File: src/rtl/spi_xip_pkg.sv
// Shared state type and spi_top register map for the XIP read sequencer.
package spi_xip_pkg;

  typedef enum logic [3:0] {
    IDLE,
    WR_DIV,
    WR_CTRL,
    WR_TX0,
    WR_TX1,
    WR_SS,
    WR_GO,
    POLL,
    RD_RX,
    WR_SS_CLR,
    RESP
  } xip_state_e;

  localparam logic [4:0] ADR_TX0  = 5'h00;
  localparam logic [4:0] ADR_RX0  = 5'h00;
  localparam logic [4:0] ADR_TX1  = 5'h04;
  localparam logic [4:0] ADR_CTRL = 5'h10;
  localparam logic [4:0] ADR_DIV  = 5'h14;
  localparam logic [4:0] ADR_SS   = 5'h18;

  localparam int GO_BSY_BIT = 8;
  localparam int ASS_BIT    = 13;
  localparam logic [6:0] CHAR_LEN_64 = 7'h40;

  function automatic logic [31:0] ctrl_word(input logic go);
    logic [31:0] w;
    w = '0;
    w[6:0] = CHAR_LEN_64;
    w[ASS_BIT] = 1'b1;
    w[GO_BSY_BIT] = go;
    return w;
  endfunction

endpackage

File: src/rtl/spi_wb_xfer.sv
// Single-transfer classic Wishbone master; strobe is held until ack or err.
module spi_wb_xfer
  import spi_xip_pkg::*;
(
  input  logic        clk_i,
  input  logic        rst_i,
  input  logic        start_i,
  input  logic        we_i,
  input  logic [4:0]  adr_i,
  input  logic [31:0] dat_i,
  output logic        done_o,
  output logic        err_o,
  output logic [31:0] rdata_o,
  output logic [4:0]  wb_adr_o,
  output logic [31:0] wb_dat_o,
  output logic [3:0]  wb_sel_o,
  output logic        wb_we_o,
  output logic        wb_stb_o,
  output logic        wb_cyc_o,
  input  logic [31:0] wb_dat_i,
  input  logic        wb_ack_i,
  input  logic        wb_err_i
);

  logic        stb_q;
  logic        we_q;
  logic [4:0]  adr_q;
  logic [31:0] dat_q;
  logic [3:0]  sel_q;

  // start is ignored while a transfer is open, forcing an idle cycle between.
  always_ff @(posedge clk_i) begin
    if (rst_i) begin
      stb_q <= 1'b0;
      we_q  <= 1'b0;
      adr_q <= '0;
      dat_q <= '0;
      sel_q <= '0;
    end else if (stb_q) begin
      if (wb_ack_i || wb_err_i) begin
        stb_q <= 1'b0;
        we_q  <= 1'b0;
        adr_q <= '0;
        dat_q <= '0;
        sel_q <= '0;
      end
    end else if (start_i) begin
      stb_q <= 1'b1;
      we_q  <= we_i;
      adr_q <= adr_i;
      dat_q <= dat_i;
      sel_q <= 4'hf;
    end
  end

  assign wb_stb_o = stb_q;
  assign wb_cyc_o = stb_q;
  assign wb_we_o  = we_q;
  assign wb_adr_o = adr_q;
  assign wb_dat_o = dat_q;
  assign wb_sel_o = sel_q;

  assign err_o   = stb_q & wb_err_i;
  assign done_o  = stb_q & wb_ack_i & ~wb_err_i;
  assign rdata_o = wb_dat_i;

endmodule

File: src/rtl/spi_xip_ctrl.sv
// XIP read sequencer: drives spi_top registers to fetch one flash word per request.
module spi_xip_ctrl
  import spi_xip_pkg::*;
#(
  parameter logic [31:0] DIVIDER    = 32'd0,
  parameter logic [7:0]  SS_MASK    = 8'h01,
  parameter logic [7:0]  CMD_READ   = 8'h03,
  parameter logic [15:0] POLL_LIMIT = 16'd1024
) (
  input  logic        clock,
  input  logic        reset,
  input  logic        req_valid,
  output logic        req_ready,
  input  logic [23:0] req_addr,
  output logic        rsp_valid,
  input  logic        rsp_ready,
  output logic [31:0] rsp_data,
  output logic        rsp_err,
  output logic        busy,
  output logic [4:0]  wb_adr_o,
  output logic [31:0] wb_dat_o,
  output logic [3:0]  wb_sel_o,
  output logic        wb_we_o,
  output logic        wb_stb_o,
  output logic        wb_cyc_o,
  input  logic [31:0] wb_dat_i,
  input  logic        wb_ack_i,
  input  logic        wb_err_i
);

  xip_state_e  state_q;
  logic [23:0] addr_q;
  logic        cfg_done_q;
  logic [15:0] cnt_q;
  logic        err_q;
  logic        rsp_valid_q;
  logic [31:0] rsp_data_q;

  logic        x_start;
  logic        x_we;
  logic [4:0]  x_adr;
  logic [31:0] x_dat;
  logic        x_done;
  logic        x_err;
  logic [31:0] x_rdata;

  always_comb begin
    x_start = 1'b1;
    x_we    = 1'b1;
    x_adr   = ADR_CTRL;
    x_dat   = '0;
    unique case (state_q)
      WR_DIV: begin
        x_adr = ADR_DIV;
        x_dat = DIVIDER;
      end
      WR_CTRL: x_dat = ctrl_word(1'b0);
      WR_TX0:  x_adr = ADR_TX0;
      WR_TX1: begin
        x_adr = ADR_TX1;
        x_dat = {CMD_READ, addr_q};
      end
      WR_SS: begin
        x_adr = ADR_SS;
        x_dat = {24'h0, SS_MASK};
      end
      WR_GO:  x_dat = ctrl_word(1'b1);
      POLL:   x_we = 1'b0;
      RD_RX: begin
        x_adr = ADR_RX0;
        x_we  = 1'b0;
      end
      WR_SS_CLR: x_adr = ADR_SS;
      default: x_start = 1'b0;
    endcase
  end

  always_ff @(posedge clock) begin
    if (reset) begin
      state_q     <= IDLE;
      addr_q      <= '0;
      cfg_done_q  <= 1'b0;
      cnt_q       <= '0;
      err_q       <= 1'b0;
      rsp_valid_q <= 1'b0;
      rsp_data_q  <= '0;
    end else begin
      unique case (state_q)
        IDLE: begin
          if (req_valid) begin
            addr_q  <= req_addr;
            state_q <= cfg_done_q ? WR_TX0 : WR_DIV;
          end
        end
        RESP: begin
          if (rsp_ready) begin
            rsp_valid_q <= 1'b0;
            err_q       <= 1'b0;
            cnt_q       <= '0;
            state_q     <= IDLE;
          end
        end
        default: begin
          // Any bus error still routes through the deselect write.
          if (x_err) begin
            err_q <= 1'b1;
            if (state_q == WR_SS_CLR) begin
              rsp_valid_q <= 1'b1;
              state_q     <= RESP;
            end else begin
              state_q <= WR_SS_CLR;
            end
          end else if (x_done) begin
            case (state_q)
              WR_DIV: state_q <= WR_CTRL;
              WR_CTRL: begin
                cfg_done_q <= 1'b1;
                state_q    <= WR_TX0;
              end
              WR_TX0: state_q <= WR_TX1;
              WR_TX1: state_q <= WR_SS;
              WR_SS:  state_q <= WR_GO;
              WR_GO:  state_q <= POLL;
              POLL: begin
                if (!x_rdata[GO_BSY_BIT]) begin
                  state_q <= RD_RX;
                end else begin
                  cnt_q <= cnt_q + 16'd1;
                  if (cnt_q + 16'd1 == POLL_LIMIT) begin
                    err_q   <= 1'b1;
                    state_q <= WR_SS_CLR;
                  end
                end
              end
              RD_RX: begin
                rsp_data_q <= {x_rdata[7:0], x_rdata[15:8],
                               x_rdata[23:16], x_rdata[31:24]};
                state_q    <= WR_SS_CLR;
              end
              WR_SS_CLR: begin
                rsp_valid_q <= 1'b1;
                state_q     <= RESP;
              end
              default: state_q <= IDLE;
            endcase
          end
        end
      endcase
    end
  end

  assign req_ready = (state_q == IDLE);
  assign busy      = (state_q != IDLE);
  assign rsp_valid = rsp_valid_q;
  assign rsp_data  = rsp_data_q;
  assign rsp_err   = err_q;

  spi_wb_xfer u_xfer (
    .clk_i    (clock),
    .rst_i    (reset),
    .start_i  (x_start),
    .we_i     (x_we),
    .adr_i    (x_adr),
    .dat_i    (x_dat),
    .done_o   (x_done),
    .err_o    (x_err),
    .rdata_o  (x_rdata),
    .wb_adr_o (wb_adr_o),
    .wb_dat_o (wb_dat_o),
    .wb_sel_o (wb_sel_o),
    .wb_we_o  (wb_we_o),
    .wb_stb_o (wb_stb_o),
    .wb_cyc_o (wb_cyc_o),
    .wb_dat_i (wb_dat_i),
    .wb_ack_i (wb_ack_i),
    .wb_err_i (wb_err_i)
  );

endmodule

File: config.mk
export PLATFORM = sky130hd
export DESIGN_NAME = spi_xip_ctrl
export DESIGN_NICKNAME = d
export VERILOG_FILES = /design/src/rtl/spi_xip_pkg.sv /design/src/rtl/spi_wb_xfer.sv /design/src/rtl/spi_xip_ctrl.sv
export SDC_FILE = /design/constraint.sdc
export NUM_CORES = 1
export LEC_CHECK = 0
export BUFFER_PORTS_ARGS = -buffer_cell sky130_fd_sc_hd__buf_2
export CAP_MARGIN = 20
export CORE_UTILIZATION = 35
export CTS_CLUSTER_SIZE = 16
export DETAILED_ROUTE_END_ITERATION = 8
export HOLD_SLACK_MARGIN = 0.08
export SLEW_MARGIN = 20
export SYNTH_ARGS = -nofsm -noshare
export SYNTH_HDL_FRONTEND = slang
export SYNTH_SLANG_ARGS = --single-unit
File: constraint.sdc
create_clock -name clock -period 4.53 [get_ports clock]
set_clock_uncertainty 0.15 [all_clocks]
set_input_delay 0.6795 -clock clock [delete_from_list [all_inputs] [get_ports clock]]
set_output_delay 0.6795 -clock clock [all_outputs]
set_load 0.01 [all_outputs]
==> impl_metrics.json, run 1 <==
{
  "run_status": "completed",
  "vias_per_cell": 5.086,
  "maxClockFrequency_mhz": 368.6,
  "design.die.area_mm2": 0.01427,
  "leakage_nw": 2.313,
  "synthesis.instances": 606,
  "p_int_mw": 1.710,
  "rsz0062_at_grt": "no",
  "synth-xor-area-share_pct": 1.270,
  "num_antenna_cells": 0,
  "worst-slew-pin-transition_ps": 931.7,
  "placed_area_mm2": 0.005434,
  "std_cell_rows": 42,
  "final-instance-count-excl-fill": 883,
  "hold_viol": 0,
  "clk_transition_reported_paths_ps": 80,
  "setup.worst_path.end_class": "output pin",
  "power_switching_share_pct": 34.51,
  "p_clk_share_pct": 31.4,
  "netlist_area_mm2": 0.004828,
  "synth.mux.area_fraction_pct": 0.2332,
  "post_drt_wl_per_cell_um": 13.80,
  "design_power_total_mw": 2.611,
  "synth-adder-area-share_pct": 0.5183,
  "overall_via_count_from_detail_route": 4491,
  "cellPowerDensity_mw_per_mm2": 454.5,
  "critical_path_required_ps": 3700,
  "final_weighted_congestion_in_routability_driven_placement": 0.8211,
  "numPlacedInstances": 867,
  "drc_errors": 0,
  "synthesis.area_per_instance_um2": 7.968,
  "worst_ir_drop_vdd_v": 0.0002549,
  "tritoncts": "yes",
  "initialDrtViolationCount": 269,
  "slew_viol_final": 0,
  "setup_violations_final": 0,
  "ff_latch_area_mm2": 0.002202,
  "p_seq_share_pct": 44.2,
  "synth-edff-count": 0,
  "die-height_um": 119.5,
  "maximum_number_of_pins_on_one_net_before_global_route_repair": 63,
  "routedLengthMet1_mm": 5.379,
  "timing.critical_path.arrival_ps": 1880,
  "total_number_of_h_tree_levels": 3,
  "crit_path_start_kind": "flip-flop",
  "slew_headroom_pct": 37.89,
  "grt_pass1_vias": 4229,
  "fin_crit_sh_pct": 59.89,
  "maxUsedRoutingLayer": "met4",
  "track_usage_pct": 17.37,
  "regToRegSetupSlack_ps": 1860,
  "cap_viol_max_count": 0,
  "post-cts-setup-buffers": 0,
  "ys_ff_latch": 110,
  "min-delay-path-class": "flip-flop to flip-flop",
  "layout_commonest_cell": "sky130_fd_sc_hd__nand2_1",
  "synth_top_area_cell": "sky130_fd_sc_hd__dfxtp_1",
  "finalWorstSetupSlack_ps": 1817,
  "totalWireLength_mm": 12.19,
  "floorplan.io_pins": 142,
  "placeableCoreArea_mm2": 0.01335,
  "synth_area_leaders": "sky130_fd_sc_hd__dfxtp_1, sky130_fd_sc_hd__nand2_1, sky130_fd_sc_hd__a21oi_1",
  "dpl.hpwl_mm": 8.241,
  "commonest_cells_after_routing_fill_and_taps_aside": "sky130_fd_sc_hd__nand2_1, sky130_fd_sc_hd__buf_2, sky130_fd_sc_hd__dfxtp_1",
  "pwr-share-comb_pct": 24.4,
  "stdcell_area_mm2": 0.005746,
  "hold_path_depth": 2,
  "timing.setup.critical_path_class": "flip-flop to output pin",
  "grt.overflow.total": 0,
  "post_cts_sizing": 0,
  "clockRootBuffer": "sky130_fd_sc_hd__clkbuf_16",
  "met2_length_mm": 5.850,
  "cts_buffers": 9,
  "numPortBuffers": 133,
  "antenna_found_initial": 0,
  "setup_tns_ps": 0,
  "clock-sinks": 110,
  "ant_nets": 0,
  "synthArstFlopShare_pct": 0,
  "proportion_of_synthesized_chip_area_in_sequential_cells_pct": 45.61,
  "met3_wirelength_um": 875,
  "crit_fanout": 20,
  "synth_area_in_compound_gates_pct": 20.63,
  "synthToLayoutAreaGrowth_pct": 18.99,
  "fp.dieW_um": 119.5,
  "synth_warnings": 0,
  "power.switching_mw": 0.9012,
  "multi_input_area_mm2": 0.002312,
  "preCtsSetupSlack_ps": 1827,
  "synth-simple-area-share_pct": 24.38,
  "holdBufCountCts": 0,
  "largest_buffer_count_on_any_clock_path": 2,
  "final_critical_path_required_period_ps": 2713,
  "combinational_family_with_the_most_area_after_synthesis": "simple AND/OR/NAND/NOR gates",
  "drt_pass1_iterations": 6,
  "start_util_pct": 36.17,
  "rr_worst_depth": 5,
  "first_pass_grt_wire_length_mm": 20.15,
  "post_synth_num_cell_types": 63,
  "clkLatencyLatePin_ps": 350,
  "netlist.area_leader.share_pct": 45.61,
  "drive_above_1_share_pct": 24.05,
  "number_of_fillers_in_the_final_layout": 1380,
  "ys_dominant_reg_cell": "sky130_fd_sc_hd__dfxtp_1",
  "design.final.nets": 766
}
==> sequential cells by signal, summed over array words and instances (netlist names), 3 cells and up <==
name             flops
u_xfer.wb_dat_o     25
rsp_data            32
addr_q              24
u_xfer.wb_adr_o      3
cnt_q               16
state_q              4
==> per-layer routing <==
layer	global-route usage [%]	up-vias
met5	0	-
met4	3.906	0
met2	29.19	114
li1	-	2261
met3	6.513	8
met1	20.91	2108
==> cell families after synthesis <==
family | Yosys count
fa+ha+maj | 2
xor+xnor | 7
flops | 110
other cells | 1
simple gates | 262
compound gates | 161
buf+inv | 62
mux | 1
==> synthesized netlist by cell type (2+ instances only) <==
master / n
sky130_fd_sc_hd__a211oi_1: 7
sky130_fd_sc_hd__a21oi_1: 83
sky130_fd_sc_hd__a221oi_1: 3
sky130_fd_sc_hd__a22oi_1: 23
sky130_fd_sc_hd__a311oi_1: 2
sky130_fd_sc_hd__a31oi_1: 5
sky130_fd_sc_hd__a32oi_1: 2
sky130_fd_sc_hd__and2_1: 4
sky130_fd_sc_hd__and3_1: 4
sky130_fd_sc_hd__and3b_1: 2
sky130_fd_sc_hd__buf_2: 5
sky130_fd_sc_hd__buf_4: 14
sky130_fd_sc_hd__buf_6: 4
sky130_fd_sc_hd__clkbuf_1: 32
sky130_fd_sc_hd__clkbuf_8: 3
sky130_fd_sc_hd__dfxtp_1: 110
sky130_fd_sc_hd__ha_1: 2
sky130_fd_sc_hd__inv_1: 3
sky130_fd_sc_hd__nand2_1: 134
sky130_fd_sc_hd__nand2b_1: 4
sky130_fd_sc_hd__nand3_1: 9
sky130_fd_sc_hd__nand4_1: 6
sky130_fd_sc_hd__nor2_1: 61
sky130_fd_sc_hd__nor2b_1: 5
sky130_fd_sc_hd__nor3_1: 9
sky130_fd_sc_hd__nor4_1: 6
sky130_fd_sc_hd__o211ai_1: 3
sky130_fd_sc_hd__o21ai_0: 18
sky130_fd_sc_hd__o21bai_1: 2
sky130_fd_sc_hd__or3_1: 3
sky130_fd_sc_hd__xnor2_1: 5
sky130_fd_sc_hd__xor2_1: 2
==> worst paths after layout <==
| path | end | startpoint |
|---|---|---|
| max | req_ready | state_q[2] |
| min reg2reg | rsp_data[13] | rsp_data[13] |
| max reg2reg | addr_q[16] | state_q[2] |
| min | rsp_data[13] | rsp_data[13] |
==> final cells by class <==
type	count	share of cell area, %
multi-input cells	441	40.24
clock buffers	10	3.985
flip-flops and latches	110	38.33
clock inverters	6	1.328
inverters	4	0.2613
repair buffers	136	12.02
well taps	176	3.833
==> power groups by stage <==
stage | registers, mW | clock network, mW | logic [mW]
2_1_floorplan | 1.13 | 0 | 0.504
3_3_place_gp | 1.17 | 0 | 0.637
3_5_place_dp | 1.18 | 0 | 0.641
4_1_cts | 1.15 | 0.847 | 0.642
5_1_grt | 1.17 | 0.883 | 0.702
6_report | 1.15 | 0.820 | 0.638
==> metrics by stage <==
stage	hold slack [ps]	utilization, %
after floorplan	284.3	-
after global placement	289.8	40.71
after detailed placement	296.7	40.71
after CTS	307.5	43.00
after global routing	322.5	43.04
final	303.8	43.04
==> worst max-delay path, stage by stage, from the launching register on <==
cell and delay [ps]:
sky130_fd_sc_hd__dfxtp_1 520, sky130_fd_sc_hd__or4_1 710, sky130_fd_sc_hd__inv_2 150, sky130_fd_sc_hd__buf_2 140
(Power assumes the default switching activity.)
==> inputs of run 2 (changes only) <==
- clock period: 4.53 -> 2.56 ns (I/O delays scaled with it)
==> run 2 against run 1 <==
Compared with the run above:
- clock-buffer cell count grew 3
- wire length grew 4.2%
- via count grew 2.4%
- final cell count grew 2.4%
- global-route usage grew 0.64 points
- combinational power grew 110%
- worst hold slack lost 190 ps
- power grew 78%
- first-iteration DRC count grew 12%
- non-clock buffer count grew 21
- critical path depth grew 4
- setup slack lost 1600 ps
==> impl_metrics.json, run 2 (synthesized netlist as in run 1, its figures left out) <==
{
  "run_status": "completed",
  "cts_buffers": 9,
  "vias_per_cell": 5.088,
  "post-route-util_pct": 44.15,
  "final_critical_path_required_period_ps": 2357,
  "numPlacedInstances": 888,
  "critical_path_required_ps": 2700,
  "crit_family": "simple AND/OR/NAND/NOR gates",
  "fin_crit_sh_pct": 92.05,
  "slew_headroom_pct": 52.63,
  "crit_path_cell_trace": "ha_1, and3_2, nand4_1, a2111o_1, nor4_4, mux2_2, nand2_1",
  "drive_above_1_share_pct": 26.51,
  "clockRootBuffer": "sky130_fd_sc_hd__clkbuf_16",
  "dpl.hpwl_mm": 8.874,
  "floorplan.io_pins": 142,
  "overall_via_count_from_detail_route": 4600,
  "grt_pass1_vias": 4316,
  "min-delay-path-class": "primary input to flip-flop",
  "clk_transition_reported_paths_ps": 70,
  "drc_errors": 0,
  "worst-slew-pin-transition_ps": 709.8,
  "cpPeakStageDelay_ps": 470,
  "clock-sinks": 110,
  "largest_buffer_count_on_any_clock_path": 2,
  "num_antenna_cells": 0,
  "start_util_pct": 36.17,
  "final_weighted_congestion_in_routability_driven_placement": 0.8394,
  "design.die.area_mm2": 0.01427,
  "grt.overflow.total": 0,
  "maximum_number_of_pins_on_one_net_before_global_route_repair": 59,
  "placeableCoreArea_mm2": 0.01335,
  "cellPowerDensity_mw_per_mm2": 789.0,
  "setup_violations_final": 0,
  "first_pass_grt_wire_length_mm": 20.68,
  "worst_ir_drop_vdd_v": 0.0003446,
  "largest_register_ff_count": 32,
  "post_drt_wl_per_cell_um": 14.05,
  "timing.setup.critical_path_class": "flip-flop to flip-flop",
  "layout_commonest_cell": "sky130_fd_sc_hd__nand2_1",
  "die-height_um": 119.5,
  "setup_tns_ps": 0,
  "crit_path_buf_inv_count": 0,
  "numPortBuffers": 133,
  "timing.critical_path.slowest_stage_cell": "sky130_fd_sc_hd__a2111o_1",
  "tritoncts": "yes",
  "initialDrtViolationCount": 301,
  "cap_viol_max_count": 0,
  "final-instance-count-excl-fill": 904,
  "crit_path_start_kind": "flip-flop",
  "hold_viol": 0,
  "totalWireLength_mm": 12.70,
  "slew_viol_final": 0,
  "clkLatencyLatePin_ps": 350,
  "drt_pass1_iterations": 4,
  "setup.worst_path.end_class": "flip-flop",
  "timing.critical_path.arrival_ps": 2500,
  "fp.dieW_um": 119.5,
  "std_cell_rows": 42,
  "rsz0062_at_grt": "no",
  "leakage_nw": 2.416,
  "commonest_cells_after_routing_fill_and_taps_aside": "sky130_fd_sc_hd__nand2_1, sky130_fd_sc_hd__buf_2, sky130_fd_sc_hd__dfxtp_1",
  "maxClockFrequency_mhz": 424.3,
  "antenna_found_initial": 0,
  "ant_nets": 0,
  "design.final.nets": 787,
  "holdBufCountCts": 0,
  "crit_fanout": 7,
  "synthToLayoutAreaGrowth_pct": 22.05,
  "track_usage_pct": 18.00,
  "total_number_of_h_tree_levels": 3
}
==> run 2: cell types whose count changed in the layout (fill, tap and decap cells not counted), moves of 2 or more <==
cell	delta
sky130_fd_sc_hd__inv_8	-2
sky130_fd_sc_hd__dfxtp_1	-2
sky130_fd_sc_hd__dfxtp_2	+2
sky130_fd_sc_hd__clkbuf_8	+3
sky130_fd_sc_hd__buf_4	+21
==> run 2: per-stage QoR <==
step / setup slack, ps / instance area, um^2 / hold slack (ps) / power (mW)
floorplan: 195.2 / 4855 / 284.3 / 2.886
global placement: 162.8 / 5592 / 290.2 / 3.299
detailed placement: 105.4 / 5592 / 293.0 / 3.325
CTS: 89.16 / 5887 / 105.5 / 4.711
global route: 34.33 / 5893 / 113.1 / 4.923
finish: 203.5 / 5893 / 118.2 / 4.650
==> run 2: area by class of cell <==
| type | count | area, um^2 |
|---|---|---|
| Timing Repair Buffer | 157 | 848.3 |
| Multi-Input combinational cell | 441 | 2310 |
| Tap cell | 176 | 220.2 |
| Clock inverter | 3 | 25.02 |
| Clock buffer | 13 | 270.3 |
| Fill cell | 1382 | 7455 |
| Sequential cell | 110 | 2205 |
| Inverter | 4 | 15.01 |
==> run 2: repair_timing <==
action,in CTS,in global routing
buffers inserted,0,0
endpoints found under the setup margin,0,3
gates resized for setup,0,4
==> run 2: path summary, 6_finish.rpt <==
path / depth (start not counted) / from / endpoint / slack, ps
worst max-delay path: 7 / cnt_q[0] / state_q[2] / 200
worst min-delay path: 3 / wb_dat_i[2] / rsp_data[26] / 120
worst max register to register: 7 / cnt_q[0] / state_q[2] / 200
worst min register to register: 2 / rsp_data[13] / rsp_data[13] / 300
==> run 2: routing by layer <==
| metal | vias to the layer above | global-route usage, % | routed length (um) |
|---|---|---|---|
| met2 | 133 | 29.44 | 5903 |
| met3 | 15 | 4.789 | 783 |
| li1 | 2297 | - | - |
| met4 | 0 | 7.031 | 240 |
| met1 | 2155 | 22.45 | 5772 |
| met5 | - | 0 | 0 |
==> run 2: where the power goes <==
part / leakage, nW / internal, mW / switching (mW)
clock network: 0.142 / 0.747 / 0.627
registers: 0.892 / 1.86 / 0.0941
logic: 1.38 / 0.476 / 0.848
total: 2.42 / 3.08 / 1.57
==> run 2: tightest hold or removal path, delay by kind of cell <==
family / cells / cell delay [ps]
buffers and inverters: 1 / 100
AND/OR/NAND/NOR: 1 / 50
AO/OA/AOI/OAI: 1 / 50
